**src/rtl/spi_slave_shift_engine_pkg.sv**
```systemverilog
// Shared state type and constants for the SPI slave shift engine.
package spi_slave_engine_pkg;

   typedef enum logic [1:0] {
      IDLE   = 2'd0,
      LOAD   = 2'd1,
      ACTIVE = 2'd2
   } slave_engine_state_e;

   localparam int unsigned SYNC_STAGES   = 2;
   localparam logic        IDLE_FILL_BIT = 1'b1;

endpackage

```
**src/rtl/spi_slave_shift_engine_sync.sv**
```systemverilog
// Two-flop synchroniser for one asynchronous bus pin, with registered
// rise/fall pulses derived from the synchronised level.
module spi_sync_edge_detect
   import spi_slave_engine_pkg::*;
#(
   parameter logic RESET_VAL = 1'b0
) (
   input  logic clk_i,
   input  logic rst_i,
   input  logic d_i,
   output logic q_o,
   output logic rise_o,
   output logic fall_o
);

   logic [SYNC_STAGES-1:0] sync_q;
   logic                   prev_q;
   logic                   rise_q;
   logic                   fall_q;

   // Synchroniser chain plus one history flop for edge detection.
   always_ff @(posedge clk_i) begin
      if (rst_i) begin
         sync_q <= {SYNC_STAGES{RESET_VAL}};
         prev_q <= RESET_VAL;
         rise_q <= 1'b0;
         fall_q <= 1'b0;
      end else begin
         sync_q <= {sync_q[SYNC_STAGES-2:0], d_i};
         prev_q <= sync_q[SYNC_STAGES-1];
         rise_q <= sync_q[SYNC_STAGES-1] & ~prev_q;
         fall_q <= ~sync_q[SYNC_STAGES-1] & prev_q;
      end
   end

   assign q_o    = sync_q[SYNC_STAGES-1];
   assign rise_o = rise_q;
   assign fall_o = fall_q;

endmodule

```
**src/rtl/spi_slave_shift_engine.sv**
```systemverilog
// Oversampled SPI slave serialiser/deserialiser with valid/ready character ports.
// Optional macro SPI_SLAVE_RX_OVERRUN_EN: keep old rx char and pulse rx_overrun instead of overwriting.
module spi_slave_shift_engine
   import spi_slave_engine_pkg::*;
#(
   parameter int unsigned             CHAR_LENGTH = 8,
   parameter logic [CHAR_LENGTH-1:0]  IDLE_FILL   = {CHAR_LENGTH{IDLE_FILL_BIT}}
) (
   input  logic                   pclk,
   input  logic                   areset,
   input  logic                   sclk,
   input  logic                   cs_n,
   input  logic                   mosi0,
   output logic                   miso0,
   output logic                   miso_oe,
   input  logic                   cpol,
   input  logic                   cpha,
   input  logic                   msb_first,
   input  logic [CHAR_LENGTH-1:0] tx_data,
   input  logic                   tx_valid,
   output logic                   tx_ready,
   output logic [CHAR_LENGTH-1:0] rx_data,
   output logic                   rx_valid,
   input  logic                   rx_ready,
   output logic                   frame_abort,
`ifdef SPI_SLAVE_RX_OVERRUN_EN
   output logic                   rx_overrun,
`endif
   output logic                   tx_underrun
);

   localparam int unsigned CW = $clog2(CHAR_LENGTH);

   logic sclk_rise_s, sclk_fall_s, cs_s, cs_fall_s, cs_rise_s, mosi_s, mosi_rise_s, mosi_fall_s;
   logic [2:0] unused_edges_s;

   spi_sync_edge_detect #(.RESET_VAL(1'b0)) u_sync_sclk (
      .clk_i(pclk), .rst_i(areset), .d_i(sclk),
      .q_o(), .rise_o(sclk_rise_s), .fall_o(sclk_fall_s)
   );
   spi_sync_edge_detect #(.RESET_VAL(1'b1)) u_sync_cs (
      .clk_i(pclk), .rst_i(areset), .d_i(cs_n),
      .q_o(cs_s), .rise_o(cs_rise_s), .fall_o(cs_fall_s)
   );
   spi_sync_edge_detect #(.RESET_VAL(1'b0)) u_sync_mosi (
      .clk_i(pclk), .rst_i(areset), .d_i(mosi0),
      .q_o(mosi_s), .rise_o(mosi_rise_s), .fall_o(mosi_fall_s)
   );
   assign unused_edges_s = {cs_rise_s, mosi_rise_s, mosi_fall_s};

   slave_engine_state_e    state_q, state_d;
   logic                   cpol_q, cpol_d, cpha_q, cpha_d, msb_q, msb_d;
   logic [CW-1:0]          bit_cnt_q, bit_cnt_d;
   logic [CHAR_LENGTH-1:0] tx_sh_q, tx_sh_d, rx_sh_q, rx_sh_d, rx_data_q, rx_data_d;
   logic                   rx_valid_q, rx_valid_d, miso_q, miso_d, miso_oe_q, miso_oe_d;
   logic                   tx_ready_q, tx_ready_d, tx_underrun_q, tx_underrun_d;
   logic                   frame_abort_q, frame_abort_d;
`ifdef SPI_SLAVE_RX_OVERRUN_EN
   logic                   rx_overrun_q, rx_overrun_d;
`endif
   logic                   lead_s, trail_s, sample_s, shift_s, complete_s;
   logic [CHAR_LENGTH-1:0] rx_next_s, tx_load_s;

   function automatic logic first_bit(input logic [CHAR_LENGTH-1:0] c, input logic msb);
      first_bit = msb ? c[CHAR_LENGTH-1] : c[0];
   endfunction

   function automatic logic [CHAR_LENGTH-1:0] shift_out(input logic [CHAR_LENGTH-1:0] c, input logic msb);
      shift_out = msb ? {c[CHAR_LENGTH-2:0], 1'b1} : {1'b1, c[CHAR_LENGTH-1:1]};
   endfunction

   // Next-state logic for the frame FSM, shifters and handshakes.
   always_comb begin
      lead_s        = cpol_q ? sclk_fall_s : sclk_rise_s;
      trail_s       = cpol_q ? sclk_rise_s : sclk_fall_s;
      sample_s      = cpha_q ? trail_s : lead_s;
      shift_s       = cpha_q ? lead_s : trail_s;
      rx_next_s     = msb_q ? {rx_sh_q[CHAR_LENGTH-2:0], mosi_s} : {mosi_s, rx_sh_q[CHAR_LENGTH-1:1]};
      tx_load_s     = tx_valid ? tx_data : IDLE_FILL;
      complete_s    = 1'b0;
      state_d       = state_q;
      cpol_d        = cpol_q;
      cpha_d        = cpha_q;
      msb_d         = msb_q;
      bit_cnt_d     = bit_cnt_q;
      tx_sh_d       = tx_sh_q;
      rx_sh_d       = rx_sh_q;
      rx_data_d     = rx_data_q;
      miso_d        = miso_q;
      miso_oe_d     = ~cs_s;
      tx_ready_d    = 1'b0;
      tx_underrun_d = 1'b0;
      frame_abort_d = 1'b0;
`ifdef SPI_SLAVE_RX_OVERRUN_EN
      rx_overrun_d  = 1'b0;
`endif
      unique case (state_q)
         IDLE: begin
            miso_d    = 1'b1;
            bit_cnt_d = '0;
            if (cs_fall_s) begin
               cpol_d  = cpol;
               cpha_d  = cpha;
               msb_d   = msb_first;
               state_d = LOAD;
            end else begin
               state_d = IDLE;
            end
         end
         LOAD: begin
            tx_ready_d    = tx_valid;
            tx_underrun_d = ~tx_valid;
            bit_cnt_d     = '0;
            state_d       = ACTIVE;
            if (!cpha_q) begin
               miso_d  = first_bit(tx_load_s, msb_q);
               tx_sh_d = shift_out(tx_load_s, msb_q);
            end else begin
               tx_sh_d = tx_load_s;
            end
         end
         ACTIVE: begin
            if (cs_s) begin
               state_d       = IDLE;
               miso_d        = 1'b1;
               frame_abort_d = (bit_cnt_q != '0);
            end else begin
               // In CPHA=0 the trailing edge of the previous character's last bit lands here with count 0.
               if (shift_s && (cpha_q || bit_cnt_q != '0)) begin
                  miso_d  = first_bit(tx_sh_q, msb_q);
                  tx_sh_d = shift_out(tx_sh_q, msb_q);
               end else begin
                  tx_sh_d = tx_sh_q;
               end
               if (sample_s) begin
                  rx_sh_d = rx_next_s;
                  if (bit_cnt_q == CW'(CHAR_LENGTH - 1)) begin
                     complete_s = 1'b1;
                     bit_cnt_d  = '0;
                     state_d    = LOAD;
                  end else begin
                     bit_cnt_d = bit_cnt_q + CW'(1);
                  end
               end else begin
                  rx_sh_d = rx_sh_q;
               end
            end
         end
         default: begin
            state_d = IDLE;
            miso_d  = 1'b1;
         end
      endcase
      rx_valid_d = (rx_valid_q && rx_ready) ? 1'b0 : rx_valid_q;
      if (complete_s) begin
`ifdef SPI_SLAVE_RX_OVERRUN_EN
         if (rx_valid_q && !rx_ready) begin
            rx_overrun_d = 1'b1;
         end else begin
            rx_data_d  = rx_next_s;
            rx_valid_d = 1'b1;
         end
`else
         rx_data_d  = rx_next_s;
         rx_valid_d = 1'b1;
`endif
      end else begin
         rx_data_d = rx_data_q;
      end
   end

   // State and output registers with synchronous reset.
   always_ff @(posedge pclk) begin
      if (areset) begin
         state_q       <= IDLE;
         cpol_q        <= 1'b0;
         cpha_q        <= 1'b0;
         msb_q         <= 1'b1;
         bit_cnt_q     <= '0;
         tx_sh_q       <= '0;
         rx_sh_q       <= '0;
         rx_data_q     <= '0;
         rx_valid_q    <= 1'b0;
         miso_q        <= 1'b1;
         miso_oe_q     <= 1'b0;
         tx_ready_q    <= 1'b0;
         tx_underrun_q <= 1'b0;
         frame_abort_q <= 1'b0;
`ifdef SPI_SLAVE_RX_OVERRUN_EN
         rx_overrun_q  <= 1'b0;
`endif
      end else begin
         state_q       <= state_d;
         cpol_q        <= cpol_d;
         cpha_q        <= cpha_d;
         msb_q         <= msb_d;
         bit_cnt_q     <= bit_cnt_d;
         tx_sh_q       <= tx_sh_d;
         rx_sh_q       <= rx_sh_d;
         rx_data_q     <= rx_data_d;
         rx_valid_q    <= rx_valid_d;
         miso_q        <= miso_d;
         miso_oe_q     <= miso_oe_d;
         tx_ready_q    <= tx_ready_d;
         tx_underrun_q <= tx_underrun_d;
         frame_abort_q <= frame_abort_d;
`ifdef SPI_SLAVE_RX_OVERRUN_EN
         rx_overrun_q  <= rx_overrun_d;
`endif
      end
   end

   assign miso0       = miso_q;
   assign miso_oe     = miso_oe_q;
   assign tx_ready    = tx_ready_q;
   assign tx_underrun = tx_underrun_q;
   assign frame_abort = frame_abort_q;
   assign rx_data     = rx_data_q;
   assign rx_valid    = rx_valid_q;
`ifdef SPI_SLAVE_RX_OVERRUN_EN
   assign rx_overrun  = rx_overrun_q;
`endif

endmodule

```
**config.mk**
```make
export PLATFORM = sky130hd
export DESIGN_NAME = spi_slave_shift_engine
export DESIGN_NICKNAME = d
export VERILOG_FILES = /design/src/rtl/spi_slave_shift_engine_pkg.sv /design/src/rtl/spi_slave_shift_engine_sync.sv /design/src/rtl/spi_slave_shift_engine.sv
export SDC_FILE = /design/constraint.sdc
export NUM_CORES = 1
export LEC_CHECK = 0
export CAP_MARGIN = 40
export CORE_ASPECT_RATIO = 1.4
export CORE_MARGIN = 2
export CORE_UTILIZATION = 54
export DETAILED_ROUTE_END_ITERATION = 16
export PLACE_DENSITY = 0.82
export SKIP_LAST_GASP = 1
export SYNTH_ARGS = -nofsm -noshare
export SYNTH_HDL_FRONTEND = slang
export SYNTH_SLANG_ARGS = --single-unit
```
**constraint.sdc**
```tcl
create_clock -name pclk -period 2.45 [get_ports pclk]
set_input_delay 0.6125 -clock pclk [delete_from_list [all_inputs] [get_ports pclk]]
set_output_delay 0.6125 -clock pclk [all_outputs]
set_load 0.03 [all_outputs]
```
==> results.toml <==
[run_status]
status = "completed"

[pwr]
internal_power_mw = 1.17
p_switching_mw = 0.340
switching_share_pct = 22.5
combPwrFrac_pct = 7.4
ir_drop_uv = 496
p_leak_nw = 1.12
power_density_nw_per_um2 = 550
clkPwrFrac_pct = 38.4
p_seq_share_pct = 54.2

[final_layout]
antenna_cells = 0
area_growth_pct = 19.6
drive_above_1_share_pct = 9.75
nets = 303
fillers = 341
final_cells = 322

[clocking]
cts_tree = "yes"
cts_hold_buf = 0
clk_pin_slew_ps = 100
cts-root-buf = "clkbuf_8"
cts_buffer_depth = 2
cts_resized = 0
insertion_delay_ps = 310
cts_sinks = 49
post-cts-setup-buffer-count = 0
cts_max_level = 2
numCtsBuffers = 5

[timing]
hold_ws_ps = 413
worst_pin_slew_ps = 526
rsz0062_at_grt = "no"
maxSlewViolCount = 0
max_freq_ghz = 0.512
tns_ps = 0
setup_viol = 0
relSlewSlack_pct = 64.9
setup_ws_ps = 495
fin_crit_ps = 1950
skew_ps = 12.3
hold_violations = 0
post-route-period-util_pct = 79.8

[worst_setup_path]
cp_cell_sequence = "clkdlybuf4s50_1"
rrSetupSlack_ps = 620
start_kind = "flip-flop"
critPathSlowestCell = "clkdlybuf4s50_1"
critPathBufInv = 1
cp-end-kind = "output port"
crit_fanout = 2
required_ps = 1840
critPathMaxStageDelay_ps = 680
crit_family = "buffers and inverters"
cp_data_arrival_time_ps = 1340
critPathKind = "flip-flop to output port"

[floorplan]
top_level_ports = 32
die_w_um = 59.2
start_util_pct = 55.2
die_h_um = 81.2
core_area_um2 = 4170
dieArea_um2 = 4800
rows = 28

[global_routing]
overflow = 0
track_usage_pct = 20.9
antenna_found_initial = 0
grt_max_degree = 38
grt_pass1_wl_um = 7670
grt_pass1_vias = 1749

[routing]
avgViaCountPerCell = 5.63
wl_um = 4510
firstDrtPassIters = 4
num_vias = 1814
wl_per_cell_um = 14.0
drc = 0
ant_nets = 0
drt-initial-drc-count = 43

[logic_synthesis]
synth_cell_types = 38
ys_seq_area_share_pct = 42.7
synth_compound_area_share_pct = 16.9
synth_mux_area_share_pct = 12.5
ys_ff_latch = 49
synth_top_family_by_area = "simple AND/OR/NAND/NOR gates"
synthAdderAreaFrac_pct = 4.90
synthXorXnorAreaFrac_pct = 0.707
synth_area_um2 = 2300
avgSynthCellArea_um2 = 9.31
netlist_instances = 247
ys_warn_count = 0
synth_fp_nets = 274
yosys.area_share.simple_pct = 17.1

[placement]
gp_congestion = 0.829
dp_cells = 314
port_buffers = 31
dp.final_hpwl_um = 3240
place_ws_ps = 434

[hold_path]
hold_class = "flip-flop to flip-flop"

[run]
max_cap_viol_count = 0
## final timing paths
path                       startpoint                  end  cells after the start
hold / removal    u_sync_cs.sync_q[0]  u_sync_cs.sync_q[1]                      1
setup / recovery           rx_data[3]           rx_data[3]                      1
hold reg to reg   u_sync_cs.sync_q[0]  u_sync_cs.sync_q[1]                      1
setup reg to reg           state_q[0]           tx_sh_q[1]                      8
## layout by cell type (no fill, tap or decap), types with 2 or more instances in the layout
master,n
nand3_1,5
inv_1,11
a21oi_1,15
nor3b_1,5
dfxtp_1,49
a221o_1,8
a211oi_1,15
buf_4,4
ha_1,9
mux2_2,3
o22ai_1,2
a211o_1,2
mux2i_1,24
nand2_1,23
clkdlybuf4s50_1,31
o21ai_0,11
clkbuf_8,5
nor2b_1,9
nor3_1,2
or2_2,3
nor2_1,22
## routing by layer
metal / up-vias / wire length (um) / GRT usage (%)
li1: 929 / - / -
met1: 839 / 1930 / 23.9
met2: 34 / 2320 / 37.0
met3: 12 / 133 / 4.14
met4: 0 / 125 / 8.86
met5: - / 0 / 0
## cells in the mapped netlist
cell type	instances	area share (%)
a211o_1	2	0.76
a211oi_1	15	4.9
a211oi_2	1	0.54
a21oi_1	15	3.3
a221o_1	8	3.5
a31oi_1	1	0.27
a41oi_1	1	0.38
and2_1	1	0.27
and3_1	1	0.27
buf_2	4	0.87
buf_4	1	0.33
buf_6	1	0.49
clkbuf_1	7	1.1
clkbuf_8	1	0.60
dfxtp_1	49	43
ha_1	9	4.9
inv_1	11	1.8
mux2_2	3	1.5
mux2i_1	24	10
mux2i_2	1	0.60
nand2_1	23	3.8
nand2b_1	1	0.27
nand3_1	5	1.1
nand3b_1	1	0.33
nor2_1	22	3.6
nor2_2	1	0.27
nor2_4	1	0.49
nor2b_1	9	2.4
nor3_1	2	0.44
nor3_2	1	0.44
nor3_4	1	0.71
nor3b_1	5	1.6
o21a_1	1	0.33
o21ai_0	11	2.4
o22ai_1	2	0.54
or2_2	3	0.82
or3_2	1	0.33
xor2_2	1	0.71
## power groups by stage
stage / registers (mW) / clock network, mW / logic [mW]
finish: 0.821 / 0.581 / 0.112
global route: 0.823 / 0.619 / 0.122
CTS: 0.821 / 0.589 / 0.112
detailed placement: 0.840 / 0 / 0.111
global placement: 0.839 / 0 / 0.110
floorplan: 0.836 / 0 / 0.0643
## final cells by class
class                      count  area (um2)  area share, %
multi-input combinational    173        1200           43.6
sequential                    49         981           35.7
timing repair buffer          36         360           13.1
clock buffer                   5        68.8           2.50
tap                           45        56.3           2.05
clock inverter                 3        43.8           1.59
inverter                      11        41.3           1.50
## sequential cells by signal, summed over array words and instances (netlist names), 2 cells and up
| signal | cells |
|---|---|
| bit_cnt_q | 3 |
| rx_data | 8 |
| rx_sh_q | 8 |
| state_q | 2 |
| tx_sh_q | 8 |
| u_sync_cs.sync_q | 2 |
| u_sync_mosi.sync_q | 2 |
| u_sync_sclk.sync_q | 2 |
## per-stage QoR
| step | util (%) | cell area (um2) | power [mW] |
|---|---|---|---|
| finish | 66.0 | 2750 | 1.51 |
| global route | 66.0 | 2750 | 1.56 |
| CTS | 66.0 | 2750 | 1.52 |
| detailed placement | 63.3 | 2640 | 0.951 |
| global placement | 63.3 | 2640 | 0.949 |
| floorplan | - | 2300 | 0.901 |
## logic make-up after synthesis
| family | after synthesis |
|---|---|
| xor+xnor | 1 |
| buf+inv | 25 |
| fa+ha+maj | 9 |
| mux | 28 |
| compound gates | 57 |
| flops | 49 |
| simple gates | 78 |
(Power assumes the default switching activity.)
